===== config.mk =====
export PLATFORM = sky130hd
export DESIGN_NAME = int_div_unit_flat
export DESIGN_NICKNAME = d
export VERILOG_FILES = /design/src/rtl/CPU_pkg.sv /design/src/rtl/int_div_unit_if.sv /design/src/rtl/int_div_step.sv /design/src/rtl/int_div_unit.sv /design/src/flat_wrapper.sv
export SDC_FILE = /design/constraint.sdc
export NUM_CORES = 2
export LEC_CHECK = 0
export ABC_CLOCK_PERIOD_IN_PS = 78000
export BUFFER_PORTS_ARGS = -buffer_cell sky130_fd_sc_hd__buf_2
export CORE_MARGIN = 2
export CORE_UTILIZATION = 55
export DETAILED_ROUTE_END_ITERATION = 12
export PLACE_DENSITY = 0.72
export SLEW_MARGIN = 10
export SYNTH_ARGS = -nofsm -noshare
export SYNTH_HDL_FRONTEND = slang
export SYNTH_SLANG_ARGS = --single-unit

===== constraint.sdc =====
create_clock -name clk -period 78 [get_ports clk]
set_input_delay 15.6 -clock clk [delete_from_list [all_inputs] [get_ports clk]]
set_output_delay 15.6 -clock clk [all_outputs]
set_load 0.02 [all_outputs]

===== src/rtl/CPU_pkg.sv =====
// Shared M-extension types: divider op encoding, divider FSM states and op helpers.
// Encoding keeps signedness in bit 0 and DIV/REM selection in bit 1.
package CPU_pkg;

    typedef enum logic [1:0] {
        UDIV = 2'd0,
        SDIV = 2'd1,
        UREM = 2'd2,
        SREM = 2'd3
    } div_op_t;

    typedef enum logic [1:0] {
        IDLE = 2'd0,
        CALC = 2'd1,
        DONE = 2'd2
    } div_state_t;

    function automatic logic is_signed_op(input div_op_t op);
        return op[0];
    endfunction

    function automatic logic is_rem_op(input div_op_t op);
        return op[1];
    endfunction

    // DIV <-> REM with the same signedness
    function automatic div_op_t partner_op(input div_op_t op);
        return div_op_t'({~op[1], op[0]});
    endfunction

endpackage


===== src/rtl/int_div_unit_if.sv =====
// Issue-side bus of the integer divider: operand handshake, result handshake and flush.
interface int_div_unit_if
    import CPU_pkg::*;
#(
    parameter int N = 32
);
    logic         flush;
    logic         valid_in;
    logic         ready_out;
    div_op_t      op;
    logic [N-1:0] a;
    logic [N-1:0] b;
    logic         valid_out;
    logic         ready_in;
    logic [N-1:0] y;

    modport master (
        output flush, valid_in, op, a, b, ready_in,
        input  ready_out, valid_out, y
    );

    modport slave (
        input  flush, valid_in, op, a, b, ready_in,
        output ready_out, valid_out, y
    );
endinterface


===== src/rtl/int_div_step.sv =====
// Combinational M-step restoring division stage; dividend slice is consumed MSB first.
// Caller guarantees rem < dsr, so an N+1-bit difference sign decides each quotient bit.
module int_div_step #(
    parameter int N = 32,
    parameter int M = 8
) (
    input  logic [N-1:0] rem,
    input  logic [M-1:0] dvd,
    input  logic [N-1:0] dsr,
    output logic [M-1:0] q,
    output logic [N-1:0] rem_next
);
    logic [N-1:0] r;
    logic [N:0]   sh;
    logic [N:0]   diff;

    always_comb begin
        r    = rem;
        q    = '0;
        sh   = '0;
        diff = '0;
        for (int i = M - 1; i >= 0; i--) begin
            sh   = {r, dvd[i]};
            diff = sh - {1'b0, dsr};
            q[i] = ~diff[N];
            r    = diff[N] ? sh[N-1:0] : diff[N-1:0];
        end
        rem_next = r;
    end
endmodule


===== src/rtl/int_div_unit.sv =====
// Iterative radix-2^M restoring divider with RISC-V special cases, flush and DIV/REM reuse.
// Build option INT_DIV_EARLY_TERM_EN skips leading all-zero dividend digits.
//
// state | meaning
// IDLE  | waiting for an op; a finished result may still be held on y
// CALC  | retiring M quotient bits per cycle
// DONE  | result formed, presented on y/valid_out at the next edge
module int_div_unit
    import CPU_pkg::*;
#(
    parameter int N = 32,
    parameter int M = 8
) (
    input logic           clk,
    input logic           reset,
    int_div_unit_if.slave bus
);
    localparam int ITERS = N / M;
    localparam int CW    = $clog2(ITERS + 1);
    localparam logic [N-1:0] MIN_NEG = {1'b1, {(N - 1){1'b0}}};

    if ((M < 1) || (M > N) || ((N % M) != 0)) begin : g_param_check
        $error("int_div_unit: N must be a positive multiple of M");
    end

    div_state_t   state;
    div_op_t      lat_op;
    logic [N-1:0] lat_a, lat_b;
    logic [N-1:0] dvd_q, dsr_q, rem_q;
    logic [N-1:0] res_quo, res_rem, y_q;
    logic [CW-1:0] cnt;
    logic         neg_quo, neg_rem, fast_q, tag_valid, valid_q;

    logic         op_signed, op_rem, ready, accept;
    logic         is_zero, is_ovf, is_reuse;
    logic [N-1:0] abs_a, abs_b, dvd_init, fast_val, quo_fix, rem_fix, rem_nx;
    logic [CW-1:0] iters_init;
    logic [M-1:0] q_bits;

    assign op_signed = is_signed_op(bus.op);
    assign op_rem    = is_rem_op(bus.op);
    assign abs_a     = (op_signed && bus.a[N-1]) ? -bus.a : bus.a;
    assign abs_b     = (op_signed && bus.b[N-1]) ? -bus.b : bus.b;
    assign is_zero   = (bus.b == '0);
    assign is_ovf    = op_signed && (bus.a == MIN_NEG) && (bus.b == '1);
    assign is_reuse  = tag_valid && (bus.op == partner_op(lat_op))
                       && (bus.a == lat_a) && (bus.b == lat_b);

    assign ready     = (state == IDLE) && (!valid_q || bus.ready_in) && !bus.flush;
    assign accept    = bus.valid_in && ready;

    assign bus.ready_out = ready;
    assign bus.valid_out = valid_q;
    assign bus.y         = y_q;

    assign quo_fix = neg_quo ? -dvd_q : dvd_q;
    assign rem_fix = neg_rem ? -rem_q : rem_q;

    always_comb begin
        fast_val = op_rem ? res_rem : res_quo;
        if (is_zero)
            fast_val = op_rem ? bus.a : '1;
        else if (is_ovf)
            fast_val = op_rem ? '0 : bus.a;
    end

`ifdef INT_DIV_EARLY_TERM_EN
    int k;

    function automatic int lzc(input logic [N-1:0] v);
        int n = N;
        for (int i = 0; i < N; i++)
            if (v[i]) n = N - 1 - i;
        return n;
    endfunction

    always_comb begin
        k          = (lzc(abs_a) / M) * M;
        dvd_init   = abs_a << k;
        iters_init = (k >= N) ? CW'(1) : CW'((N - k) / M);
    end
`else
    always_comb begin
        dvd_init   = abs_a;
        iters_init = CW'(ITERS);
    end
`endif

    int_div_step #(.N(N), .M(M)) u_step (
        .rem      (rem_q),
        .dvd      (dvd_q[N-1 -: M]),
        .dsr      (dsr_q),
        .q        (q_bits),
        .rem_next (rem_nx)
    );

    always_ff @(posedge clk or posedge reset) begin
        if (reset) begin
            state     <= IDLE;
            lat_op    <= UDIV;
            lat_a     <= '0;
            lat_b     <= '0;
            dvd_q     <= '0;
            dsr_q     <= '0;
            rem_q     <= '0;
            res_quo   <= '0;
            res_rem   <= '0;
            y_q       <= '0;
            cnt       <= '0;
            neg_quo   <= 1'b0;
            neg_rem   <= 1'b0;
            fast_q    <= 1'b0;
            tag_valid <= 1'b0;
            valid_q   <= 1'b0;
        end else if (bus.flush) begin
            state     <= IDLE;
            valid_q   <= 1'b0;
            tag_valid <= 1'b0;
        end else begin
            if (valid_q && bus.ready_in)
                valid_q <= 1'b0;
            case (state)
                IDLE: begin
                    if (accept) begin
                        if (is_zero || is_ovf || is_reuse) begin
                            state  <= DONE;
                            fast_q <= 1'b1;
                            dvd_q  <= fast_val;
                            if (!is_reuse)
                                tag_valid <= 1'b0;
                        end else begin
                            // lat_a/lat_b are the reuse tag, so it is invalid until this op finishes
                            state     <= CALC;
                            fast_q    <= 1'b0;
                            tag_valid <= 1'b0;
                            lat_op    <= bus.op;
                            lat_a     <= bus.a;
                            lat_b     <= bus.b;
                            dvd_q     <= dvd_init;
                            dsr_q     <= abs_b;
                            rem_q     <= '0;
                            cnt       <= iters_init;
                            neg_quo   <= op_signed && (bus.a[N-1] ^ bus.b[N-1]);
                            neg_rem   <= op_signed && bus.a[N-1];
                        end
                    end
                end
                CALC: begin
                    rem_q <= rem_nx;
                    dvd_q <= (dvd_q << M) | N'(q_bits);
                    if (cnt == CW'(1))
                        state <= DONE;
                    else
                        cnt <= cnt - CW'(1);
                end
                DONE: begin
                    state   <= IDLE;
                    valid_q <= 1'b1;
                    y_q     <= fast_q ? dvd_q : (is_rem_op(lat_op) ? rem_fix : quo_fix);
                    if (!fast_q) begin
                        res_quo   <= quo_fix;
                        res_rem   <= rem_fix;
                        tag_valid <= 1'b1;
                    end
                end
                default: state <= IDLE;
            endcase
        end
    end
endmodule


===== src/flat_wrapper.sv =====
// flat-port wrapper written by rule: the top's interface ports become plain ports
module int_div_unit_flat import CPU_pkg::*;
#(
    parameter int N = 32,
    parameter int M = 8
)
  (clk, reset, bus_flush, bus_valid_in, bus_op, bus_a, bus_b, bus_ready_in, bus_ready_out, bus_valid_out, bus_y);
  int_div_unit_if #(.N(N)) bus_i ();
  input logic clk;
  input logic reset;
  input wire logic [$bits(bus_i.flush)-1:0] bus_flush;
  input wire logic [$bits(bus_i.valid_in)-1:0] bus_valid_in;
  input wire logic [$bits(bus_i.op)-1:0] bus_op;
  input wire logic [$bits(bus_i.a)-1:0] bus_a;
  input wire logic [$bits(bus_i.b)-1:0] bus_b;
  input wire logic [$bits(bus_i.ready_in)-1:0] bus_ready_in;
  output wire logic [$bits(bus_i.ready_out)-1:0] bus_ready_out;
  output wire logic [$bits(bus_i.valid_out)-1:0] bus_valid_out;
  output wire logic [$bits(bus_i.y)-1:0] bus_y;
  assign bus_i.flush = bus_flush;
  assign bus_i.valid_in = bus_valid_in;
  assign bus_i.op = bus_op;
  assign bus_i.a = bus_a;
  assign bus_i.b = bus_b;
  assign bus_i.ready_in = bus_ready_in;
  assign bus_ready_out = bus_i.ready_out;
  assign bus_valid_out = bus_i.valid_out;
  assign bus_y = bus_i.y;
  int_div_unit #(.N(N), .M(M)) u_core (.clk(clk), .reset(reset), .bus(bus_i));
endmodule

==> impl_metrics.ini <==
[synthesis]
synthTopCellsByArea = dfrtp_1, ha_1, a21oi_1, xnor2_1, mux2_2
yosys.cell_types.count = 102
syn_nets = 4281
yosysSeqAreaShare = 0.218
yosysTopAreaCell = dfrtp_1
synthFlopType = dfrtp_1
synthArstFlopShare = 1.00
synth-edff-count = 0
syn_area_per_cell_um2 = 7.79
syn_inst = 3939
synth_top_area_frac = 0.218
ys_ff_latch = 267
syn_area_um2 = 30700
synth_warnings = 0

[critical_path]
r2r_cells = 122
crit_type = flop to flop
critical_path_arrival_ns = 35.16
end_kind = flop
r2r_setup_slack_ns = 43.25
reg2reg_from = u_core.dsr_q[1]
max_stage_delay_ns = 0.92
crit_path_start_kind = flop
path_common_cell = o21ai_0
worstPathRequired_ns = 78.42
crit_buf_inv = 7
critical_path.top_delay_family = compound AO/OA/AOI/OAI gates
path_max_fanout = 57
r2r-end = u_core.rem_q[1]
slowest_stage = nor2_1

[sta]
post-route-period-util = 0.445
finalMaxSlewViolations = 0
final-hold-violation-count = 0
relSlewSlack = 0.106
rsz0062_at_grt = false
worstMarginPinSlew_ns = 1.33
setup_viol = 0
period_minus_slack_ns = 34.75
fmax_ghz = 0.0288
fin_skew_ns = 0.0415
setup_tns_ns = 0

[floorplan]
start_util = 0.557
die_y_um = 240
boundaryPins = 105
dieWidth_um = 240
rows = 86
dieArea_um2 = 57700
core-area_um2 = 55100

[final_layout]
design_area_um2 = 32800
final_cells = 4705
layout_common_cells = a21oi_1, nor2_1, nand2_1
fill_cells = 5177
drive_above_1_share = 0.110
nNetsFinal = 4277
layout_commonest_cell = a21oi_1
syn2layout_area_growth_pct = 6.98

[placed_design]
place_area_um2 = 31900
place_congestion = 1.04
place_hpwl_um = 82300
place_inst = 4653
port_buffers = 104

[outcome]
outcome = finished clean

[worst_hold_path]
whs_endpoint = u_core.bus.y[28]
min-delay-start = u_core.bus.y[28]
min_path_type = flop to flop
hold_depth = 2

[clock_network]
cts_buffer_depth = 3
root_buffer = clkbuf_16
clock_sinks = 267
cts_resized = 0
cts_setup_buffers = 0
path_clk_slew_ns = 0.06
worst_skew_pair.late_latency_ns = 0.59
cts_inserted_buffers = 28
ctsHoldBuffers = 0
cts-htree-levels = 1
cts_tree = yes

[job]
maxCapViolations = 0

[global_routing]
gr-total-overflow = 0
grt_first_pass_wirelength_um = 161000
grt_use_total = 0.360
grt_pass1_vias = 27800
antenna_found_initial = 2
grt_max_degree = 126

[detailed_routing]
via_count = 30300
route.detailed.wl_per_inst_um = 22.6
viasPerCell = 6.44
wl_um = 106000
drtIter0Drc = 3391
postRouteAntennaNets = 0
drc = 0
drt_first_pass_iters = 6
-- sequential cells by signal, indices dropped and copies added, names as in the netlist, 3 cells and up --
| name | cells |
|---|---|
| u_core.res_rem | 32 |
| u_core.dvd_q | 32 |
| u_core.rem_q | 32 |
| u_core.lat_a | 32 |
| u_core.cnt | 3 |
| u_core.lat_b | 31 |
| u_core.res_quo | 32 |
| u_core.dsr_q | 32 |
| u_core.bus.y | 32 |
-- per-stage QoR --
step / hold WS [ns] / setup slack [ns] / util
6_report: 0.471 / 43.25 / 0.596
5_1_grt: 0.496 / 40.81 / 0.596
4_1_cts: 0.479 / 44.05 / 0.596
3_5_place_dp: 0.464 / 44.27 / 0.579
3_3_place_gp: 0.456 / 44.90 / 0.579
2_1_floorplan: 0.475 / 45.86 / -
-- Yosys cell counts, types with 25 or more instances --
| cell type | n |
|---|---|
| a211oi_1 | 65 |
| a21o_1 | 90 |
| a21oi_1 | 407 |
| a221oi_1 | 31 |
| a31oi_1 | 37 |
| and3_1 | 25 |
| clkbuf_1 | 159 |
| dfrtp_1 | 267 |
| ha_1 | 263 |
| inv_1 | 145 |
| mux2_2 | 161 |
| mux2i_1 | 28 |
| nand2_1 | 359 |
| nand2b_1 | 66 |
| nand3_1 | 70 |
| nand4_1 | 40 |
| nor2_1 | 363 |
| nor2b_1 | 42 |
| nor3_1 | 104 |
| nor4_1 | 36 |
| o21a_1 | 37 |
| o21ai_0 | 301 |
| o31ai_1 | 46 |
| or3_1 | 27 |
| xnor2_1 | 227 |
| xor2_1 | 166 |
-- worst max-delay path by stage --
stage	startpoint	endpoint	slack (ns)	depth (start not counted)
final	u_core.dsr_q[1]	u_core.rem_q[1]	43.25	122
after global routing	u_core.dsr_q[1]	u_core.rem_q[22]	40.81	122
after CTS	u_core.dsr_q[1]	u_core.rem_q[1]	44.05	122
after detailed placement	u_core.dsr_q[1]	u_core.rem_q[8]	44.27	122
after global placement	u_core.dsr_q[1]	u_core.rem_q[26]	44.90	122
after floorplan	bus_flush	bus_ready_out	45.86	2
-- final cells by class --
| cell class | instances | area [um^2] | share of cell area |
|---|---|---|---|
| antenna | 1 | 2.50 | 0.0000762 |
| clock buffer | 38 | 798 | 0.0243 |
| tap | 748 | 936 | 0.0285 |
| inverter | 148 | 568 | 0.0173 |
| clock inverter | 13 | 131 | 0.00400 |
| sequential | 267 | 6680 | 0.204 |
| timing repair buffer | 165 | 978 | 0.0298 |
| multi-input combinational | 3325 | 22700 | 0.692 |
-- cells by family (layout without fill, tap and decap cells) --
group / after synthesis / count (layout) / synth area share
other cells: 0 / 1 / 0
mux: 197 / 197 / 0.0716
fa+ha+maj: 271 / 271 / 0.112
flops: 267 / 267 / 0.218
buf+inv: 347 / 364 / 0.0436
simple gates: 1225 / 1225 / 0.188
compound gates: 1237 / 1237 / 0.252
xor+xnor: 395 / 395 / 0.114
-- worst register-to-register path, delay by kind of cell, from the launching register on --
family,cells,cell delay [ns]
mux,5,2.15
fa+ha+maj,8,3.41
flops,1,0.69
xor+xnor,3,0.74
buf+inv,7,2.69
simple gates,24,6.02
compound gates,75,18.85
-- layer usage --
layer,share of wire,routed length [um],track usage,vias to the layer above
met1,0.42,44500,0.486,14300
met4,0.059,6300,0.186,2
li1,-,-,-,14300
met2,0.42,45100,0.543,1425
met5,0.00012,13,0,-
met3,0.098,10400,0.0719,296
Power is left out: the tool's default activity adds up to more than one toggle a clock period on the data nets, which glitch-free logic cannot reach.
